==> src/rtl/clk_tick_gen.sv <==
// Multi-channel clock-enable generator: per-channel one-cycle tick and near-50% square wave.
// Divisor writes are shadowed and become active only at a period wrap or on clr.
module clk_tick_gen #(
  parameter int N_CH  = 3,
  parameter int CNT_W = 27,
  parameter logic [N_CH*CNT_W-1:0] DIV_INIT = {27'd50_000_000, 27'd100_000_000, 27'd1_000_000}
) (
  input  logic              clkIn,
  input  logic              rst,
  input  logic [N_CH-1:0]   en,
  input  logic              clr,
  input  logic              wr,
  input  logic [2:0]        wr_ch,
  input  logic [CNT_W-1:0]  wr_div,
  output logic [N_CH-1:0]   tick,
  output logic [N_CH-1:0]   sq,
  output logic [N_CH-1:0]   pend
);

  logic [CNT_W-1:0] cnt [N_CH];
  logic [CNT_W-1:0] act [N_CH];
  logic [CNT_W-1:0] shd [N_CH];
  logic [CNT_W-1:0] eff [N_CH];
  logic [N_CH-1:0]  wrap;
  logic [N_CH-1:0]  hit;
  logic [CNT_W-1:0] wr_div_c;

  // A divisor below 2 would make the square wave and the wrap compare degenerate.
  function automatic logic [CNT_W-1:0] clamp(input logic [CNT_W-1:0] d);
    return (d < CNT_W'(2)) ? CNT_W'(2) : d;
  endfunction

  assign wr_div_c = clamp(wr_div);

  always_comb begin
    hit  = '0;
    wrap = '0;
    for (int c = 0; c < N_CH; c++) begin
      hit[c]  = wr && (wr_ch == 3'(c));
      wrap[c] = en[c] && (cnt[c] == act[c] - CNT_W'(1));
      // A write landing in the commit cycle wins over the stored shadow.
      eff[c]  = hit[c] ? wr_div_c : shd[c];
    end
  end

  always_ff @(posedge clkIn or posedge rst) begin
    if (rst) begin
      for (int c = 0; c < N_CH; c++) begin
        cnt[c] <= '0;
        act[c] <= clamp(DIV_INIT[c*CNT_W +: CNT_W]);
        shd[c] <= clamp(DIV_INIT[c*CNT_W +: CNT_W]);
      end
      tick <= '0;
      sq   <= '1;
      pend <= '0;
    end else begin
      for (int c = 0; c < N_CH; c++) begin
        if (clr) begin
          cnt[c]  <= '0;
          act[c]  <= eff[c];
          shd[c]  <= eff[c];
          tick[c] <= 1'b0;
          sq[c]   <= 1'b1;
          pend[c] <= 1'b0;
        end else begin
          tick[c] <= wrap[c];
          if (wrap[c]) begin
            cnt[c]  <= '0;
            act[c]  <= eff[c];
            shd[c]  <= eff[c];
            sq[c]   <= 1'b1;
            pend[c] <= 1'b0;
          end else begin
            if (en[c]) begin
              cnt[c] <= cnt[c] + CNT_W'(1);
              sq[c]  <= (cnt[c] + CNT_W'(1)) < (act[c] >> 1);
            end
            if (hit[c]) begin
              shd[c]  <= wr_div_c;
              pend[c] <= 1'b1;
            end
          end
        end
      end
    end
  end

endmodule

==> config.mk <==
export PLATFORM = sky130hd
export DESIGN_NAME = clk_tick_gen
export DESIGN_NICKNAME = d
export VERILOG_FILES = /design/src/rtl/clk_tick_gen.sv
export SDC_FILE = /design/constraint.sdc
export NUM_CORES = 1
export LEC_CHECK = 0
export ABC_AREA = 0
export BUFFER_PORTS_ARGS = -buffer_cell sky130_fd_sc_hd__buf_2
export CAP_MARGIN = 20
export CELL_PAD_IN_SITES_DETAIL_PLACEMENT = 0
export CELL_PAD_IN_SITES_GLOBAL_PLACEMENT = 1
export CORE_ASPECT_RATIO = 0.75
export CORE_MARGIN = 5
export CORE_UTILIZATION = 52
export CTS_BUF_LIST = sky130_fd_sc_hd__clkbuf_8
export CTS_CLUSTER_SIZE = 30
export DETAILED_ROUTE_END_ITERATION = 6
export HOLD_SLACK_MARGIN = 0.02
export PLACE_DENSITY_LB_ADDON = 0.15
export REMOVE_ABC_BUFFERS = 1
export SYNTH_ARGS = -nofsm -noshare
export SYNTH_HDL_FRONTEND = slang
export SYNTH_SLANG_ARGS = --single-unit
==> constraint.sdc <==
create_clock -name clkIn -period 8.7 [get_ports clkIn]
set_input_delay 1.305 -clock clkIn [delete_from_list [all_inputs] [get_ports clkIn]]
set_output_delay 1.305 -clock clkIn [all_outputs]
set_load 0.01 [all_outputs]
==> flow_summary.toml, run 1 <==
[status]
status = "complete, no violations"

[timing]
fin_tns_setup_ps = 0
drv_slew = 0
fin_crit_sh_pct = 48.96
setup_viol = 0
finalClockSkew_ps = 30.57
fin_ws_ps = 4441
rsz0062_at_grt = "no"
worstMarginPinSlew_ps = 948.0
max_freq_mhz = 234.8
hold_viol = 0
fin_crit_ps = 4259
maxSlewHeadroom_pct = 36.80
fin_hold_ws_ps = 490.2

[min_path]
holdCritPathClass = "register to register"

[synthesis]
synth_edf_count = 0
synthArstFlopShare_pct = 100.0
yosysUniqueCellTypes = 72
netlist_area_mm2 = 0.01646
yosysSeqAreaShare_pct = 38.81
ys.flop_type = "dfrtp_1"
syn_area_per_cell_um2 = 9.957
yosys_warnings = 0
synth_seq_cells = 252
syn_inst = 1653

[global_route]
grt_use_total_pct = 24.58
grt_pass1_wl_um = 69670
overflow = 0
grt_max_degree = 114
antenna_found_initial = 1
grt_pass1_vias = 12295

[placement]
gp_congestion = 0.9114
place_ws_ps = 4478
dp_hpwl_um = 31680
place_area_mm2 = 0.01696
io_buffers = 45
dp.cells = 2026

[die]
die_width_um = 215.4
fp-row-count = 56
die_h_um = 164.1
dieArea_mm2 = 0.03535
start_util_pct = 52.67
coreArea_mm2 = 0.03125
pin_count = 46

[final_layout]
synthToLayoutAreaGrowth_pct = 8.218
finalInstanceArea_mm2 = 0.01781
antenna-diode-count = 0
fin_nets = 1784
mostFrequentLayoutCells = "dfrtp_1, inv_1, xnor2_1"
fin_util_pct = 56.99
drive_above_1_share_pct = 20.61
final_common_cell = "dfrtp_1"
fin_cells = 2104

[critical_path]
crit_fanout = 10
worst_path_largest_cell_delay_ps = 670
critPathSlowestCell = "nor4_1"
path_buf_inv = 1
cpMostUsedCell = "nand4_1"
crit_chain = "nand4_1, nor2_1, nand2_1, or2_2, nor4_1, and3_1, xnor2_1, inv_1, ha_1, and4_1, nand4_1, nor3_1, a211oi_1, o31a_1"
cp-start-kind = "register"
worstSetupEndpointType = "register"
cp.required_ps = 9180
critPathArrivalTime_ps = 4740
cpLargestDelayFamily = "simple AND/OR/NAND/NOR gates"
crit_type = "register to register"

[run]
max_cap_violations = 0

[cts]
htree_num_levels = 2
holdBufCountCts = 0
clk_latency_ps = 580
clkSlewWorstSetupHoldPaths_ps = 60
post-cts-setup-buffers = 0
cts_buffer_depth = 3
cts-root-buf = "clkbuf_8"
ctsResizeCount = 0
cts.sinks = 252
cts_tree = "built"
cts_buffers = 42

[power]
p_leak_nw = 7.539
power.total_mw = 3.570
powerDensity_mw_per_mm2 = 200.4
ir_drop_uv = 85.01

[drt]
drtAntennaViolNets = 0
drc = 0
first_pass_iters = 5
vias = 12654
drtIter0Drc = 1223
via_per_inst = 6.014
detail_route.wl_per_cell_um = 20.59
finalWirelength_um = 43320
## worst paths after layout
check	slack, ps	end	cells after the start	start
hold reg to reg	490	shd[38]	1	shd[38]
min in group asynchronous	860	cnt[0]	2	rst
setup / recovery	4440	sq[0]	14	cnt[56]
hold / removal	490	shd[38]	1	shd[38]
setup reg to reg	4440	sq[0]	14	cnt[56]
max in group asynchronous	6310	act[56]	3	rst
## synth_stat cells, types with 10 or more instances
master    count  area (um2)
inv_1       132       495.5
mux2_4       26       390.4
and2_1       15       93.84
nor2_1       85       319.1
nand4_1      42       262.8
dfrtp_1     187        4679
mux2_1       14       157.7
xnor2_1     119        1042
o21ai_0      33       165.2
a32o_1       24       240.2
nand2b_1     45       281.5
a21o_1       10       75.07
or3_1        14       87.58
ha_1         81        1013
buf_2        14       70.07
or4_1        13       97.59
and4_1       10       87.58
nor2b_1      13       81.33
dfstp_2      65        1708
nand2_1      59       221.5
clkbuf_1     65       244.0
nor3_1       57       285.3
o32ai_1      37       324.1
a21oi_1      37       185.2
and3_1       25       156.4
a211oi_1     12       90.09
nor4_1       34       212.7
mux2_2      118        1329
o21a_1       12       90.09
nand3_1      69       345.3
a31oi_1      12       75.07
xor2_1       61       534.3
## metal layers
metal	vias up	GRT usage (%)	part of all wire (%)
li1	5988	-	-
met1	6200	38.35	50
met2	376	33.95	40
met3	90	4.791	7.2
met4	0	8.171	3.3
met5	-	0	0
## sequential cells by signal, summed over array words and instances, names as in the netlist
signal / flops
shd: 81
pend: 3
sq: 3
act: 81
tick: 3
cnt: 81
## final cells by class
| cell class | instances | area [um2] |
|---|---|---|
| flip-flops and latches | 252 | 6387 |
| clock inverters | 24 | 97.59 |
| fillers | 2772 | 13440 |
| clock buffers | 52 | 715.7 |
| well taps | 406 | 508.0 |
| multi-input cells | 1180 | 9229 |
| inverters | 132 | 503.0 |
| repair buffers | 58 | 370.4 |
## power breakdown
part,internal [mW],switching (mW),total [mW],leakage [nW]
sequential,1.41,0.227,1.64,3.09
combinational,0.416,0.482,0.898,3.96
clock,0.538,0.495,1.03,0.493
## logic make-up (layout without fill, tap and decap cells)
logic type               Yosys count  after routing  synth area share, %
AO/OA/AOI/OAI                    244            244                10.95
flip-flops                       252            252                38.81
AND/OR/NAND/NOR                  510            510                17.29
multiplexers                     165            165                11.83
adder cells (fa/ha/maj)           81             81                6.158
buffers and inverters            221            266                5.375
XOR/XNOR                         180            180                9.579
(Power assumes the default switching activity.)
==> run 2: changes to the inputs <==
ABC_AREA = 1   (was 0)
CORE_UTILIZATION = 44   (was 52)
clock period = 3.7 ns   (was 8.7 ns; I/O delays follow)
==> run 2 against run 1 <==
Effect of this change: core utilization fell by 8.0 points; synthesized cell count rose by 47%; total power rose by 150%; critical path depth rose by 5; non-clock buffer count rose by 20; area after synthesis rose by 5.5%; global-route usage rose by 0.32 points; count of clock-buffer cells in the layout rose by 7; register-to-register slack got worse by 4000 ps; wire length rose by 26%; final area rose by 8.0%; hold slack got worse by 440 ps.
==> flow_summary.toml, run 2 <==
[timing]
setup_viol = 0
fin_ws_ps = 391.3
fin_crit_ps = 3309
worstMarginPinSlew_ps = 792.9
finalClockSkew_ps = 18.49
drv_slew = 0
max_freq_mhz = 302.2
fin_hold_ws_ps = 47.96
hold_viol = 0
rsz0062_at_grt = "no"
fin_crit_sh_pct = 89.42
maxSlewHeadroom_pct = 47.08

[synthesis]
netlist_area_mm2 = 0.01736
synth_top_family_by_area = "simple AND/OR/NAND/NOR gates"
synth-xor-area-share_pct = 7.447
synth_edf_count = 0
synth-simple-area-share_pct = 32.81
ys.flop_type = "dfrtp_1"
syn_inst = 2432
yosys.area.top_type = "dfrtp_1"
synth.top_cell.area_share_pct = 26.96
yosys_warnings = 0
synth_compound_area_share_pct = 8.276
synth_seq_cells = 252
syn_area_per_cell_um2 = 7.137
synth.area.mux_share_pct = 0.06488
yosysUniqueCellTypes = 44
synth_common_cells = "nand2_1, inv_1, nor2_1, dfrtp_1, nand3_1"
synth.area.top_cells = "dfrtp_1, nand2_1, dfstp_2, inv_1, ha_1"
synth.most_common_cell = "nand2_1"
yosys.area_share.adder_pct = 5.839
yosysSeqAreaShare_pct = 36.80
synthArstFlopShare_pct = 100.0

[final_layout]
antenna-diode-count = 0
synthToLayoutAreaGrowth_pct = 10.87
drive_above_1_share_pct = 12.16
finalInstanceArea_mm2 = 0.01924
mostFrequentLayoutCells = "nand2_1, inv_1, nor2_1"
fin_nets = 2600
fin_cells = 3036
reg_top3 = "act x81, cnt x81, shd x81"
final_common_cell = "nand2_1"

[global_route]
grt_pass1_vias = 15391
grt_max_degree = 96
grt_pass1_wl_um = 86890
antenna_found_initial = 0
grt_use_total_pct = 24.91
overflow = 0

[placement]
gp_congestion = 0.9721
place_area_mm2 = 0.01817
dp_hpwl_um = 41930
io_buffers = 45
place_ws_ps = 285.6
dp.cells = 2954

[drt]
finalWirelength_um = 54620
drtIter0Drc = 1331
drtAntennaViolNets = 0
first_pass_iters = 5
vias = 15957
drc = 0
detail_route.wl_per_cell_um = 17.99
via_per_inst = 5.256

[critical_path]
r2r-end = "sq[2]"
regToRegSetupSlack_ps = 390
crit_type = "register to register"
cp-start-kind = "register"
crit_chain = "ha_1, nand3_1, nor3_2, nand3_1, nor2_1, nand3_1, nor2_1, xor2_1, inv_1, ha_1, a21oi_1, o21ai_0, a21oi_1, nor2_1, o21ai_0, nand4_1, nand4_1, nand2_1, inv_1"
worstReg2RegStart = "cnt[0]"
cp.required_ps = 4250
crit_fanout = 6
critPathArrivalTime_ps = 3860
critPathSlowestCell = "dfrtp_2"
reg2reg_depth = 19
cpLargestDelayFamily = "simple AND/OR/NAND/NOR gates"
path_buf_inv = 2
worstSetupEndpointType = "register"
worst_path_largest_cell_delay_ps = 410

[cts]
cts.sinks = 252
htree_num_levels = 2
clk_latency_ps = 600
cts-root-buf = "clkbuf_8"
cts_buffers = 44
cts_tree = "built"
clkSlewWorstSetupHoldPaths_ps = 70
cts_buffer_depth = 3
post-cts-setup-buffers = 0

[run]
max_cap_violations = 0

[status]
status = "complete, no violations"

[min_path]
holdCritPathClass = "input pin to async pin"

[die]
die_h_um = 182.0
start_util_pct = 44.21
fp-row-count = 63
dieArea_mm2 = 0.04356
coreArea_mm2 = 0.03926
die_width_um = 239.3
pin_count = 46

[power]
swShare_pct = 36.68
p_int_mw = 5.624
seq_power_share_pct = 39.4
ir_drop_uv = 311.8
clkPwrFrac_pct = 32.9
p_switching_mw = 3.257
powerDensity_mw_per_mm2 = 461.5
p_leak_nw = 9.748
combPwrFrac_pct = 27.7
==> run 2: cell count changes in the layout (fill, tap and decap cells not counted), sizes merged, moves of 65 or more <==
cell,previous run,this run
nor2,85,258
nand4,42,107
xnor2,119,39
nand2,59,704
nand3,69,184
o21ai,34,207
inv,150,312
mux2,158,1
==> run 2: worst reg2reg max path, cell delays in order, from the launching register on <==
cell and delay (ps):
dfrtp_2 410, ha_1 190, nand3_1 140, nor3_2 200
nand3_1 200, nor2_1 260, nand3_1 160, nor2_1 190
xor2_1 190, inv_1 60, ha_1 310, a21oi_1 160
o21ai_0 90, a21oi_1 130, nor2_1 50, o21ai_0 180
nand4_1 130, nand4_1 120, nand2_1 60, inv_1 50
==> run 2: timing repair <==
| action | in CTS | in global routing |
|---|---|---|
| endpoints found under the setup margin | 0 | 3 |
| gates resized for setup | 0 | 11 |
| endpoints found under the hold margin | 0 | 0 |
| hold buffers | 0 | 0 |
==> run 2: stage by stage <==
step / power, mW / util, % / TNS, ps
2_1_floorplan: 5.185 / - / -800540
3_3_place_gp: 5.943 / 46.28 / 0
6_report: 8.881 / 49.02 / 0
4_1_cts: 8.947 / 48.81 / 0
5_1_grt: 9.488 / 49.02 / 0
3_5_place_dp: 5.961 / 46.28 / 0
==> run 2: power by group through the flow <==
stage / sequential [mW] / clock [mW] / combinational, mW
after floorplan: 3.42 / 0 / 1.76
after global placement: 3.53 / 0 / 2.41
after detailed placement: 3.53 / 0 / 2.43
after CTS: 3.49 / 3.01 / 2.44
after global routing: 3.54 / 3.16 / 2.79
final: 3.50 / 2.92 / 2.46
==> run 2: area by class of cell <==
type                    instances  area, um2
well taps                     520      650.6
clock inverters                21      182.7
multi-input cells            1801       9500
clock buffers                  59      812.0
fillers                      3993      20010
repair buffers                 78      555.5
flip-flops and latches        252       6389
inverters                     305       1154
==> run 2: kinds of logic after synthesis <==
| group | after synthesis |
|---|---|
| muxes | 1 |
| DFF | 252 |
| adders and majority gates | 81 |
| buffers and inverters | 379 |
| and+or+nand+nor | 1308 |
| xor gates and xnor gates | 146 |
| AOI/OAI and AO/OA | 265 |
==> run 2: metal layers <==
| metal | wire (um) | GRT usage [%] | vias up |
|---|---|---|---|
| li1 | - | - | 7950 |
| met1 | 27180 | 38.20 | 7478 |
| met2 | 22910 | 36.33 | 456 |
| met3 | 3379 | 4.418 | 73 |
| met4 | 1146 | 6.000 | 0 |
| met5 | 0 | 0 | - |
==> run 2: worst max-delay path by stage <==
stage             from  slack, ps  depth (start not counted)  endpoint
2_1_floorplan      rst      -3680                          1    act[0]
3_3_place_gp   cnt[56]        390                         19     sq[0]
3_5_place_dp    cnt[0]        290                         21     sq[2]
4_1_cts         cnt[0]        270                         21     sq[2]
5_1_grt        cnt[27]         30                         21     sq[1]
6_report        cnt[0]        390                         19     sq[2]
